## src/rtl/uart_rx_fifo_pkg.sv

```systemverilog
// Shared UART definitions: byte type and default FIFO geometry.
package uart_pkg;
    typedef logic [7:0] byte_t;
    localparam int UART_FIFO_DEPTH = 16;
    localparam int UART_FIFO_CW    = $clog2(UART_FIFO_DEPTH) + 1;
endpackage

```

## src/rtl/uart_rx_fifo_if.sv

```systemverilog
// Push/pop/status bundle between the UART receiver, the RX FIFO and the packet consumer.
interface uart_rx_fifo_if
    import uart_pkg::*;
#(
    parameter int DEPTH = UART_FIFO_DEPTH,
    parameter int WIDTH = 8
);
    localparam int CW = $clog2(DEPTH) + 1;

    logic             wr_en;
    logic [WIDTH-1:0] din;
    logic             full;
    logic             rd_en;
    logic [WIDTH-1:0] dout;
    logic             empty;
    logic [CW-1:0]    count;
    logic             overflow;
    logic             underflow;
    logic             clr_err;

    modport master (
        output wr_en, din, rd_en, clr_err,
        input  full, dout, empty, count, overflow, underflow
    );

    modport slave (
        input  wr_en, din, rd_en, clr_err,
        output full, dout, empty, count, overflow, underflow
    );
endinterface

```

## src/rtl/uart_rx_fifo_ram.sv

```systemverilog
// Simple dual-port RAM: synchronous write, synchronous read-first read with a held output register.
module uart_fifo_ram
    import uart_pkg::*;
#(
    parameter int DEPTH = UART_FIFO_DEPTH,
    parameter int WIDTH = 8,
    parameter int AW    = $clog2(DEPTH)
) (
    input  logic             clk,
    input  logic             rst,
    input  logic             we,
    input  logic [AW-1:0]    waddr,
    input  logic [WIDTH-1:0] wdata,
    input  logic             re,
    input  logic [AW-1:0]    raddr,
    output logic [WIDTH-1:0] rdata
);
    logic [WIDTH-1:0] mem_r [DEPTH];
    logic [WIDTH-1:0] rdata_r;

    // Storage array, intentionally not reset.
    always_ff @(posedge clk) begin
        if (we) begin
            mem_r[waddr] <= wdata;
        end
    end

    // Read register holds its value between reads.
    always_ff @(posedge clk) begin
        if (rst) begin
            rdata_r <= {WIDTH{1'b0}};
        end else if (re) begin
            rdata_r <= mem_r[raddr];
        end
    end

    assign rdata = rdata_r;
endmodule

```

## src/rtl/uart_rx_fifo.sv

```systemverilog
// UART RX byte FIFO with sticky overflow/underflow flags.
// Define UART_RX_FIFO_FWFT_EN for first-word-fall-through output.
module uart_rx_fifo
    import uart_pkg::*;
#(
    parameter int DEPTH = UART_FIFO_DEPTH,
    parameter int WIDTH = 8
) (
    input logic           clk,
    input logic           rst,
    uart_rx_fifo_if.slave fifo
);
    localparam int AW = $clog2(DEPTH);
    localparam int CW = AW + 1;

    logic [AW-1:0]    wr_ptr_r;
    logic [AW-1:0]    rd_ptr_r;
    logic [CW-1:0]    count_r;
    logic [CW-1:0]    count_nxt_s;
    logic             full_r;
    logic             empty_r;
    logic             empty_nxt_s;
    logic             overflow_r;
    logic             underflow_r;
    logic             push_acc_s;
    logic             pop_acc_s;
    logic             ram_re_s;
    logic [WIDTH-1:0] ram_rdata_s;

    uart_fifo_ram #(.DEPTH(DEPTH), .WIDTH(WIDTH), .AW(AW)) u_ram (
        .clk   (clk),
        .rst   (rst),
        .we    (push_acc_s),
        .waddr (wr_ptr_r),
        .wdata (fifo.din),
        .re    (ram_re_s),
        .raddr (rd_ptr_r),
        .rdata (ram_rdata_s)
    );

`ifdef UART_RX_FIFO_FWFT_EN
    logic          valid_r;
    logic          valid_nxt_s;
    logic [CW-1:0] ram_cnt_s;

    // The RAM read register is the head slot; refill it whenever it is free or being consumed.
    always_comb begin
        pop_acc_s   = fifo.rd_en && valid_r;
        push_acc_s  = fifo.wr_en && (!full_r || pop_acc_s);
        ram_cnt_s   = count_r - {{(CW-1){1'b0}}, valid_r};
        ram_re_s    = (ram_cnt_s != {CW{1'b0}}) && (!valid_r || pop_acc_s);
        valid_nxt_s = valid_r;
        if (ram_re_s) begin
            valid_nxt_s = 1'b1;
        end else if (pop_acc_s) begin
            valid_nxt_s = 1'b0;
        end else begin
            valid_nxt_s = valid_r;
        end
        empty_nxt_s = !valid_nxt_s;
    end

    // Head-slot valid flag.
    always_ff @(posedge clk) begin
        if (rst) begin
            valid_r <= 1'b0;
        end else begin
            valid_r <= valid_nxt_s;
        end
    end
`else
    // Standard mode: a pop reads the RAM directly into the output register.
    always_comb begin
        pop_acc_s   = fifo.rd_en && !empty_r;
        push_acc_s  = fifo.wr_en && (!full_r || pop_acc_s);
        ram_re_s    = pop_acc_s;
        empty_nxt_s = (count_nxt_s == {CW{1'b0}});
    end
`endif

    // Occupancy update from the accepted push/pop pair.
    always_comb begin
        count_nxt_s = count_r;
        case ({push_acc_s, pop_acc_s})
            2'b10:   count_nxt_s = count_r + CW'(1);
            2'b01:   count_nxt_s = count_r - CW'(1);
            default: count_nxt_s = count_r;
        endcase
    end

    // Pointers, occupancy, status and sticky error flags; a new error beats clr_err.
    always_ff @(posedge clk) begin
        if (rst) begin
            wr_ptr_r    <= {AW{1'b0}};
            rd_ptr_r    <= {AW{1'b0}};
            count_r     <= {CW{1'b0}};
            full_r      <= 1'b0;
            empty_r     <= 1'b1;
            overflow_r  <= 1'b0;
            underflow_r <= 1'b0;
        end else begin
            if (push_acc_s) begin
                wr_ptr_r <= wr_ptr_r + AW'(1);
            end
            if (ram_re_s) begin
                rd_ptr_r <= rd_ptr_r + AW'(1);
            end
            count_r     <= count_nxt_s;
            full_r      <= (count_nxt_s == CW'(DEPTH));
            empty_r     <= empty_nxt_s;
            overflow_r  <= (fifo.wr_en && !push_acc_s) || (overflow_r && !fifo.clr_err);
            underflow_r <= (fifo.rd_en && !pop_acc_s) || (underflow_r && !fifo.clr_err);
        end
    end

    assign fifo.dout      = ram_rdata_s;
    assign fifo.full      = full_r;
    assign fifo.empty     = empty_r;
    assign fifo.count     = count_r;
    assign fifo.overflow  = overflow_r;
    assign fifo.underflow = underflow_r;
endmodule

```

## src/flat_wrapper.sv

```systemverilog
// flat-port wrapper written by rule: the top's interface ports become plain ports
module uart_rx_fifo_flat import uart_pkg::*;
#(
    parameter int DEPTH = UART_FIFO_DEPTH,
    parameter int WIDTH = 8
)
  (clk, rst, fifo_wr_en, fifo_din, fifo_rd_en, fifo_clr_err, fifo_full, fifo_dout, fifo_empty, fifo_count, fifo_overflow, fifo_underflow);
  uart_rx_fifo_if #(.DEPTH(DEPTH), .WIDTH(WIDTH)) fifo_i ();
  input logic clk;
  input logic rst;
  input wire logic [$bits(fifo_i.wr_en)-1:0] fifo_wr_en;
  input wire logic [$bits(fifo_i.din)-1:0] fifo_din;
  input wire logic [$bits(fifo_i.rd_en)-1:0] fifo_rd_en;
  input wire logic [$bits(fifo_i.clr_err)-1:0] fifo_clr_err;
  output wire logic [$bits(fifo_i.full)-1:0] fifo_full;
  output wire logic [$bits(fifo_i.dout)-1:0] fifo_dout;
  output wire logic [$bits(fifo_i.empty)-1:0] fifo_empty;
  output wire logic [$bits(fifo_i.count)-1:0] fifo_count;
  output wire logic [$bits(fifo_i.overflow)-1:0] fifo_overflow;
  output wire logic [$bits(fifo_i.underflow)-1:0] fifo_underflow;
  assign fifo_i.wr_en = fifo_wr_en;
  assign fifo_i.din = fifo_din;
  assign fifo_i.rd_en = fifo_rd_en;
  assign fifo_i.clr_err = fifo_clr_err;
  assign fifo_full = fifo_i.full;
  assign fifo_dout = fifo_i.dout;
  assign fifo_empty = fifo_i.empty;
  assign fifo_count = fifo_i.count;
  assign fifo_overflow = fifo_i.overflow;
  assign fifo_underflow = fifo_i.underflow;
  uart_rx_fifo #(.DEPTH(DEPTH), .WIDTH(WIDTH)) u_core (.clk(clk), .rst(rst), .fifo(fifo_i));
endmodule
```

## config.mk

```make
export PLATFORM = sky130hd
export DESIGN_NAME = uart_rx_fifo_flat
export DESIGN_NICKNAME = d
export VERILOG_FILES = /design/src/rtl/uart_rx_fifo_pkg.sv /design/src/rtl/uart_rx_fifo_if.sv /design/src/rtl/uart_rx_fifo_ram.sv /design/src/rtl/uart_rx_fifo.sv /design/src/flat_wrapper.sv
export SDC_FILE = /design/constraint.sdc
export NUM_CORES = 1
export LEC_CHECK = 0
export BUFFER_PORTS_ARGS = -buffer_cell sky130_fd_sc_hd__buf_2
export CAP_MARGIN = 30
export CELL_PAD_IN_SITES_DETAIL_PLACEMENT = 0
export CELL_PAD_IN_SITES_GLOBAL_PLACEMENT = 1
export CORE_MARGIN = 3
export CORE_UTILIZATION = 51
export CTS_CLUSTER_DIAMETER = 50
export CTS_CLUSTER_SIZE = 8
export DETAILED_ROUTE_END_ITERATION = 12
export PLACE_DENSITY_LB_ADDON = 0.1
export SYNTH_ARGS = -nofsm -noshare
export SYNTH_HDL_FRONTEND = slang
export SYNTH_HIERARCHICAL = 1
export SYNTH_SLANG_ARGS = --single-unit
```

## constraint.sdc

```tcl
create_clock -name clk -period 3.5 [get_ports clk]
set_clock_uncertainty 0.2 [all_clocks]
set_input_delay 0.525 -clock clk [delete_from_list [all_inputs] [get_ports clk]]
set_output_delay 0.525 -clock clk [all_outputs]
set_load 0.02 [all_outputs]
```

==> impl_metrics.toml, run 1 <==
[sta]
final.setup.tns_ns = 0
finalSetupViolations = 0
timing.fmax_mhz = 366
period_minus_slack_ns = 2.73
worstMarginPinSlew_ns = 0.899
period_share = 0.781
drv_slew = 0
slew_headroom = 0.399
grt_setup_unrepaired = "false"
whs_ns = 0.165
finalHoldViolations = 0

[floorplan]
start_util = 0.532
die_height_um = 116
core_um2 = 11600
num_io_pins = 30
die_w_um = 116
die_area_um2 = 13500
row_count = 39

[global_routing]
grt_pass1_wl_um = 19500
grt_overflow = 0
grt.total_usage = 0.202
grt_max_degree = 32
first_global_vias = 3436
antenna_found_initial = 0

[place]
hpwlAfterDp_um = 7990
numPortBuffers = 29
placed_cell_area_um2 = 6480
finalWeightedCongestion = 0.768

[cts]
clock_latency_ns = 0.42
numCtsBuffers = 17
clock_tree.buffer_depth = 2
hold_buffers = 0
root_buffer = "clkbuf_16"
clk_pin_slew_ns = 0.06
cts_sinks = 153
post_cts_buffers = 0
cts-htree-levels = 4
cts_tree = "yes"
cts_resized = 0

[worst_setup_path]
critPathKind = "register to register"
endpoint_kind = "register"
cp_max_fo = 7
cp_cell_sequence = "nand2b_1, a21boi_2, inv_1, ha_1, xor2_1, ha_1, a21oi_1, o221ai_1, nand3_1, xor2_1, and4bb_1"
cp_num_buf_inv = 1
cp_slowest_cell = "dfxtp_1"
cp.arrival_ns = 2.85
path_delay_family = "simple AND/OR/NAND/NOR gates"
start_kind = "register"
critPathMaxStageDelay_ns = 0.32
cp.required_ns = 3.61

[drt]
viasPerCell = 5.62
drcViolationCount = 0
drt_iter0_drc = 254
drt-wirelength-per-cell_um = 20.5
vias = 3441
drt-pass1-iter-count = 4
wirelength_um = 12600
antenna_left = 0

[synthesis]
synthFlopType = "edfxtp_1"
synth_area_um2 = 6180
async_flop_share = 0
synth-seq-cells = 153
synth_warnings = 6
synth_edf_count = 128
syn_inst = 408
syn_nets = 426
ys_seq_area_frac = 0.703
synth_cell_types = 41
avgSynthCellArea_um2 = 15.2

[final_layout]
postLayoutCellArea_um2 = 7110
final_nets = 474
antennaDiodeCount = 0
final_layout_size_suffix_gt1_frac = 0.177
utilization = 0.612
area_growth_pct = 15.0

[pwr]
p_total_w = 0.00436
powerDensity_nw_per_um2 = 614
peakVddDrop_uv = 331
p_leak_nw = 2.38

[min_path]
worstHoldPathType = "input port to register"

[job]
max_cap_violations = 0

[status]
status = "completed"
cells in the mapped netlist, drive strengths merged (5+ instances only):
master    n  area, µm²
edfxtp  128       3840
mux2i    67        671
nor2     27        101
nand3    26        130
a22oi    25        188
dfxtp    25        500
nand2    24       90.1
buf      14        143
a21oi    12       60.1
inv       6       22.5
xor2      6       52.6
ha        5       62.6
sequential cells by signal (all words and copies together) (netlist names):
register               flops
u_core/wr_ptr_r            4
u_core/fifo.overflow       1
u_core/fifo.empty          1
u_core/fifo.full           1
u_core/fifo.underflow      1
u_core/u_ram/rdata         8
u_core/rd_ptr_r            4
u_core/u_ram/mem_r       128
u_core/fifo.count          5
metal layers:
layer | part of all wire | GRT usage
met2 | 0.46 | 0.311
met5 | 0 | 0
met1 | 0.46 | 0.279
met4 | 0.018 | 0.0773
met3 | 0.064 | 0.0554
logic make-up (layout without fill, tap and decap cells):
group / count (synthesis) / after routing / synth area share
flip-flops: 153 / 153 / 0.703
AND/OR/NAND/NOR: 102 / 102 / 0.0808
multiplexers: 67 / 67 / 0.108
AO/OA/AOI/OAI: 49 / 49 / 0.0559
buffers and inverters: 22 / 83 / 0.0279
XOR/XNOR: 10 / 10 / 0.0142
adder cells (fa/ha/maj): 5 / 5 / 0.0101
layout make-up:
type / instances / area (µm²)
fillers: 909 / 4510
flip-flops and latches: 153 / 4350
multi-input cells: 233 / 1670
clock buffers: 17 / 425
repair buffers: 45 / 265
clock inverters: 15 / 201
well taps: 143 / 179
inverters: 6 / 22.5
worst min-delay path, cell delays in order:
cell	delay, ns
buf_2	0.09
a22oi_1	0.07
nor2_1	0.07
report_power, final:
group	switching [W]	internal [W]	leakage, nW	total (W)
clock network	0.000715	0.00119	0.287	0.00191
logic	0.000239	0.000131	0.727	0.000370
registers	0.0000507	0.00203	1.36	0.00208
total	0.00101	0.00336	2.38	0.00436
path summary, 6_finish.rpt:
check / cells past startpoint / from / slack [ns] / endpoint
max: 11 / u_core/fifo.empty$_SDFF_PP1_ / 0.77 / u_core/fifo.full$_SDFF_PP0_
min: 3 / fifo_rd_en / 0.17 / u_core/fifo.underflow$_SDFF_PP0_
max reg2reg: 11 / u_core/fifo.empty$_SDFF_PP1_ / 0.77 / u_core/fifo.full$_SDFF_PP0_
min reg2reg: 2 / u_core/u_ram/rdata[7]$_SDFFE_PP0P_ / 0.26 / u_core/u_ram/rdata[7]$_SDFFE_PP0P_
stage by stage:
step	std cells	setup slack, ns
6_report	612	0.768
5_1_grt	612	0.510
4_1_cts	612	0.762
3_5_place_dp	580	0.561
3_3_place_gp	580	0.665
2_1_floorplan	408	0.657
cell usage in the layout, fill, tap and decap left out, types with 2 or more instances in the layout:
cell type / n
a21oi_1: 12
a22oi_1: 25
buf_2: 29
buf_4: 16
bufinv_16: 4
clkbuf_16: 17
clkinv_2: 2
clkinv_4: 2
clkinvlp_4: 6
dfxtp_1: 24
edfxtp_1: 128
ha_1: 5
inv_1: 6
mux2i_1: 67
nand2_1: 24
nand2b_1: 4
nand3_1: 26
nand3b_1: 4
nand4_1: 2
nor2_1: 27
nor2b_1: 3
nor3_1: 4
o21ai_0: 2
xnor2_1: 4
xor2_1: 6
Note: power is estimated with default switching activity, not from simulation.
==> run 2, diff against run 1 <==
Settings changed: CORE_UTILIZATION 51 to 46.
Clock period 3.5 ns to 2.25 ns, I/O delays scaled along.
==> impl_metrics.toml, run 2 (synthesis gave the netlist of run 1 again) <==
[worst_setup_path]
critPathKind = "register to register"
cp_max_fo = 4
endpoint_kind = "register"
cp.required_ns = 2.37
start_kind = "register"
cp.arrival_ns = 2.51

[sta]
drv_slew = 0
timing.fmax_mhz = 418
worstMarginPinSlew_ns = 0.811
whs_ns = 0.0409
period_share = 1.06
fin_ws_ns = -0.145
grt_setup_unrepaired = "true"
slew_headroom = 0.457
period_minus_slack_ns = 2.39
finalSetupViolations = 5
finalHoldViolations = 0

[floorplan]
row_count = 41
die_w_um = 122
core_um2 = 12900
die_height_um = 122
num_io_pins = 30
start_util = 0.480
die_area_um2 = 14900

[global_routing]
grt_overflow = 0
first_global_vias = 3426
grt.total_usage = 0.181
antenna_found_initial = 0
grt_pass1_wl_um = 19600
grt_max_degree = 29

[drt]
viasPerCell = 5.28
wirelength_um = 12300
drt-pass1-iter-count = 5
drcViolationCount = 0
drt-wirelength-per-cell_um = 18.6
drt_iter0_drc = 267
vias = 3487
antenna_left = 0

[final_layout]
final_layout_size_suffix_gt1_frac = 0.223
fill_cells = 1035
utilization = 0.578
final_nets = 494
fin_cells = 661
antennaDiodeCount = 0
final_cell_mix = "edfxtp_1, mux2i_1, buf_4"
largest_reg_flops = 128
regMostFlops = "u_core/u_ram/mem_r"
final_common_cell = "edfxtp_1"
area_growth_pct = 20.3

[place]
placed_cells = 626
finalWeightedCongestion = 0.776
hpwlAfterDp_um = 7810
pre_cts_ws_ns = -0.175
numPortBuffers = 29

[min_path]
worstHoldPathType = "input port to register"

[cts]
clock_tree.buffer_depth = 2
numCtsBuffers = 17
cts_tree = "yes"
root_buffer = "clkbuf_16"
clock_latency_ns = 0.42
clk_pin_slew_ns = 0.06
cts_sinks = 153
cts-htree-levels = 4

[pwr]
powerDensity_nw_per_um2 = 947
peakVddDrop_uv = 500
p_total_w = 0.00705
p_leak_nw = 2.53

[job]
max_cap_violations = 0

[status]
violations = "setup timing"
status = "finished, violations left"
run 2: power breakdown:
group | internal [W] | switching, W | total [W]
registers | 0.00317 | 0.0000806 | 0.00325
clock network | 0.00209 | 0.00105 | 0.00314
logic | 0.000268 | 0.000389 | 0.000657
run 2: routing by layer:
metal | up-vias | global-route usage | part of all wire
met4 | 0 | 0.0546 | 0.015
met2 | 68 | 0.300 | 0.50
li1 | 1688 | - | -
met1 | 1711 | 0.233 | 0.44
met5 | - | 0 | 0
met3 | 20 | 0.0543 | 0.040
run 2: repair_timing:
action                                 in CTS  in global routing
setup buffers                               0                  2
pin swaps                                   1                  1
endpoints found under the hold margin       1                  0
setup endpoints to repair                   4                 21
gates resized for setup                     1                  4
hold buffers                                1                  0
run 2: final timing paths:
| path | slack [ns] | cells after the start | end | from |
|---|---|---|---|---|
| min reg2reg | 0.25 | 2 | u_core/u_ram/rdata[7]$_SDFFE_PP0P_ | u_core/u_ram/rdata[7]$_SDFFE_PP0P_ |
| min | 0.04 | 3 | u_core/fifo.underflow$_SDFF_PP0_ | fifo_rd_en |
| max | -0.14 | 11 | u_core/fifo.full$_SDFF_PP0_ | u_core/fifo.empty$_SDFF_PP1_ |
| max reg2reg | -0.14 | 11 | u_core/fifo.full$_SDFF_PP0_ | u_core/fifo.empty$_SDFF_PP1_ |
run 2: final cells by class:
type / instances / area [µm²] / area share
clock buffers: 18 / 439 / 0.0590
clock inverters: 14 / 226 / 0.0304
inverters: 6 / 22.5 / 0.00303
multi-input cells: 233 / 1720 / 0.232
flip-flops and latches: 153 / 4350 / 0.585
well taps: 172 / 215 / 0.0289
repair buffers: 65 / 459 / 0.0617
run 2: critical path: stages (launching register included):
cell	delay, ns
dfxtp_4	0.34
nand2b_4	0.16
a21boi_4	0.14
inv_2	0.07
ha_4	0.16
xor2_1	0.15
ha_2	0.22
o21a_1	0.17
o21ai_1	0.14
nand3_1	0.15
xor2_2	0.20
and4bb_1	0.20
run 2: metrics by stage:
stage                     TNS (ns)  instance area, µm²
final                       -0.406                7440
after global routing        -0.917                7440
after CTS                   -0.216                7410
after detailed placement    -0.396                6720
after global placement      -0.148                6720
after floorplan             -0.350                6220
==> run 3, diff against run 2 <==
Settings changed: SKIP_CTS_REPAIR_TIMING from default to 1.
==> impl_metrics.toml, run 3 (synthesis gave the netlist of run 1 again) <==
[sta]
grt_setup_unrepaired = "true"
drv_slew = 0
worstMarginPinSlew_ns = 0.817
timing.fmax_mhz = 419
fin_ws_ns = -0.139
whs_ns = 0.000430
finalSetupViolations = 4
finalHoldViolations = 0
period_share = 1.06
period_minus_slack_ns = 2.39
slew_headroom = 0.453

[global_routing]
grt_pass1_wl_um = 19500
grt_overflow = 0
antenna_found_initial = 0
grt_max_degree = 29
first_global_vias = 3418
grt.total_usage = 0.181

[min_path]
worstHoldPathType = "input port to register"

[final_layout]
final_cell_mix = "edfxtp_1, mux2i_1, buf_4"
regMostFlops = "u_core/u_ram/mem_r"
multi_input_area_um2 = 1720
antennaDiodeCount = 0
fin_cells = 660
final_layout_size_suffix_gt1_frac = 0.223
largest_reg_flops = 128
final_nets = 493
area_growth_pct = 20.2
fill_cells = 1033
utilization = 0.577
ff_latch_area_um2 = 4350
final_common_cell = "edfxtp_1"

[cts]
root_buffer = "clkbuf_16"
clock_latency_ns = 0.42
numCtsBuffers = 17
clock_tree.buffer_depth = 2
cts_tree = "yes"
cts-htree-levels = 4
clk_pin_slew_ns = 0.06
cts_sinks = 153

[pwr]
peakVddDrop_uv = 500
p_leak_nw = 2.53
powerDensity_nw_per_um2 = 949

[worst_setup_path]
cp_max_fo = 4
reg2reg_depth = 11
endpoint_kind = "register"
start_kind = "register"
cp.arrival_ns = 2.51
reg2reg_from = "u_core/fifo.empty$_SDFF_PP1_"
cp.required_ns = 2.37
endpoint = "u_core/fifo.empty$_SDFF_PP1_"
critPathKind = "register to register"
crit_start = "u_core/fifo.empty$_SDFF_PP1_"
r2r_slack_ns = -0.14
r2r-end = "u_core/fifo.empty$_SDFF_PP1_"

[status]
status = "finished, violations left"
violations = "setup timing"

[drt]
drt-wirelength-per-cell_um = 18.7
vias = 3490
drt_iter0_drc = 280
drt-pass1-iter-count = 4
viasPerCell = 5.29
drcViolationCount = 0
antenna_left = 0
wirelength_um = 12300

[place]
finalWeightedCongestion = 0.776
numPortBuffers = 29
placed_cells = 626
pre_cts_ws_ns = -0.175
hpwlAfterDp_um = 7810

[floorplan]
die_w_um = 122
start_util = 0.480
die_area_um2 = 14900
die_height_um = 122
core_um2 = 12900
row_count = 41
num_io_pins = 30

[job]
max_cap_violations = 0
run 3: cell types whose count changed in the layout (fill, tap and decap cells not counted):
cell	previous run	this run
dlygate4sd3_1	1	0
run 3: power by group:
group / total (W) / switching [W] / internal [W]
Sequential: 0.00325 / 0.0000806 / 0.00317
Combinational: 0.000655 / 0.000387 / 0.000267
Clock: 0.00315 / 0.00105 / 0.00209
Total: 0.00705 / 0.00152 / 0.00553
run 3: stage by stage:
step | TNS [ns] | total power [W] | cell area [µm²]
after floorplan | -0.350 | 0.00368 | 6220
after global placement | -0.148 | 0.00393 | 6720
after detailed placement | -0.396 | 0.00395 | 6720
after CTS | -0.220 | 0.00709 | 7390
after global routing | -0.946 | 0.00734 | 7430
final | -0.354 | 0.00705 | 7430
run 3: critical path: stages (launching register included):
cell      delay, ns
dfxtp_4        0.34
nand2b_4       0.16
a21boi_4       0.14
inv_2          0.07
ha_4           0.16
xor2_1         0.15
ha_2           0.22
o21a_1         0.17
o21ai_1        0.12
nand3_1        0.13
xor2_2         0.19
a31o_2         0.24
run 3: worst min path at each step:
stage | from | endpoint | slack, ns | cells after the start
after floorplan | fifo_din[0] | u_core/u_ram/mem_r[0][0]$_DFFE_PP_ | 0.24 | 0
after global placement | u_core/u_ram/rdata[3]$_SDFFE_PP0P_ | u_core/u_ram/rdata[3]$_SDFFE_PP0P_ | 0.23 | 2
after detailed placement | u_core/u_ram/rdata[7]$_SDFFE_PP0P_ | u_core/u_ram/rdata[7]$_SDFFE_PP0P_ | 0.24 | 2
after CTS | fifo_wr_en | u_core/fifo.overflow$_SDFF_PP0_ | -0.01 | 3
after global routing | fifo_wr_en | u_core/fifo.overflow$_SDFF_PP0_ | 0.02 | 3
final | fifo_wr_en | u_core/fifo.overflow$_SDFF_PP0_ | 0.0004 | 3
run 3: metal layers:
| layer | wire [µm] | global-route usage | up-vias |
|---|---|---|---|
| li1 | - | - | 1685 |
| met1 | 5330 | 0.232 | 1706 |
| met2 | 6220 | 0.299 | 82 |
| met3 | 607 | 0.0543 | 17 |
| met4 | 179 | 0.0546 | 0 |
| met5 | 0 | 0 | - |
run 3: final cells by class:
class                   instances  share of cell area
clock buffers                  18              0.0591
clock inverters                14              0.0305
inverters                       6             0.00303
multi-input cells             233               0.232
flip-flops and latches        153               0.586
well taps                     172              0.0290
repair buffers                 64              0.0605
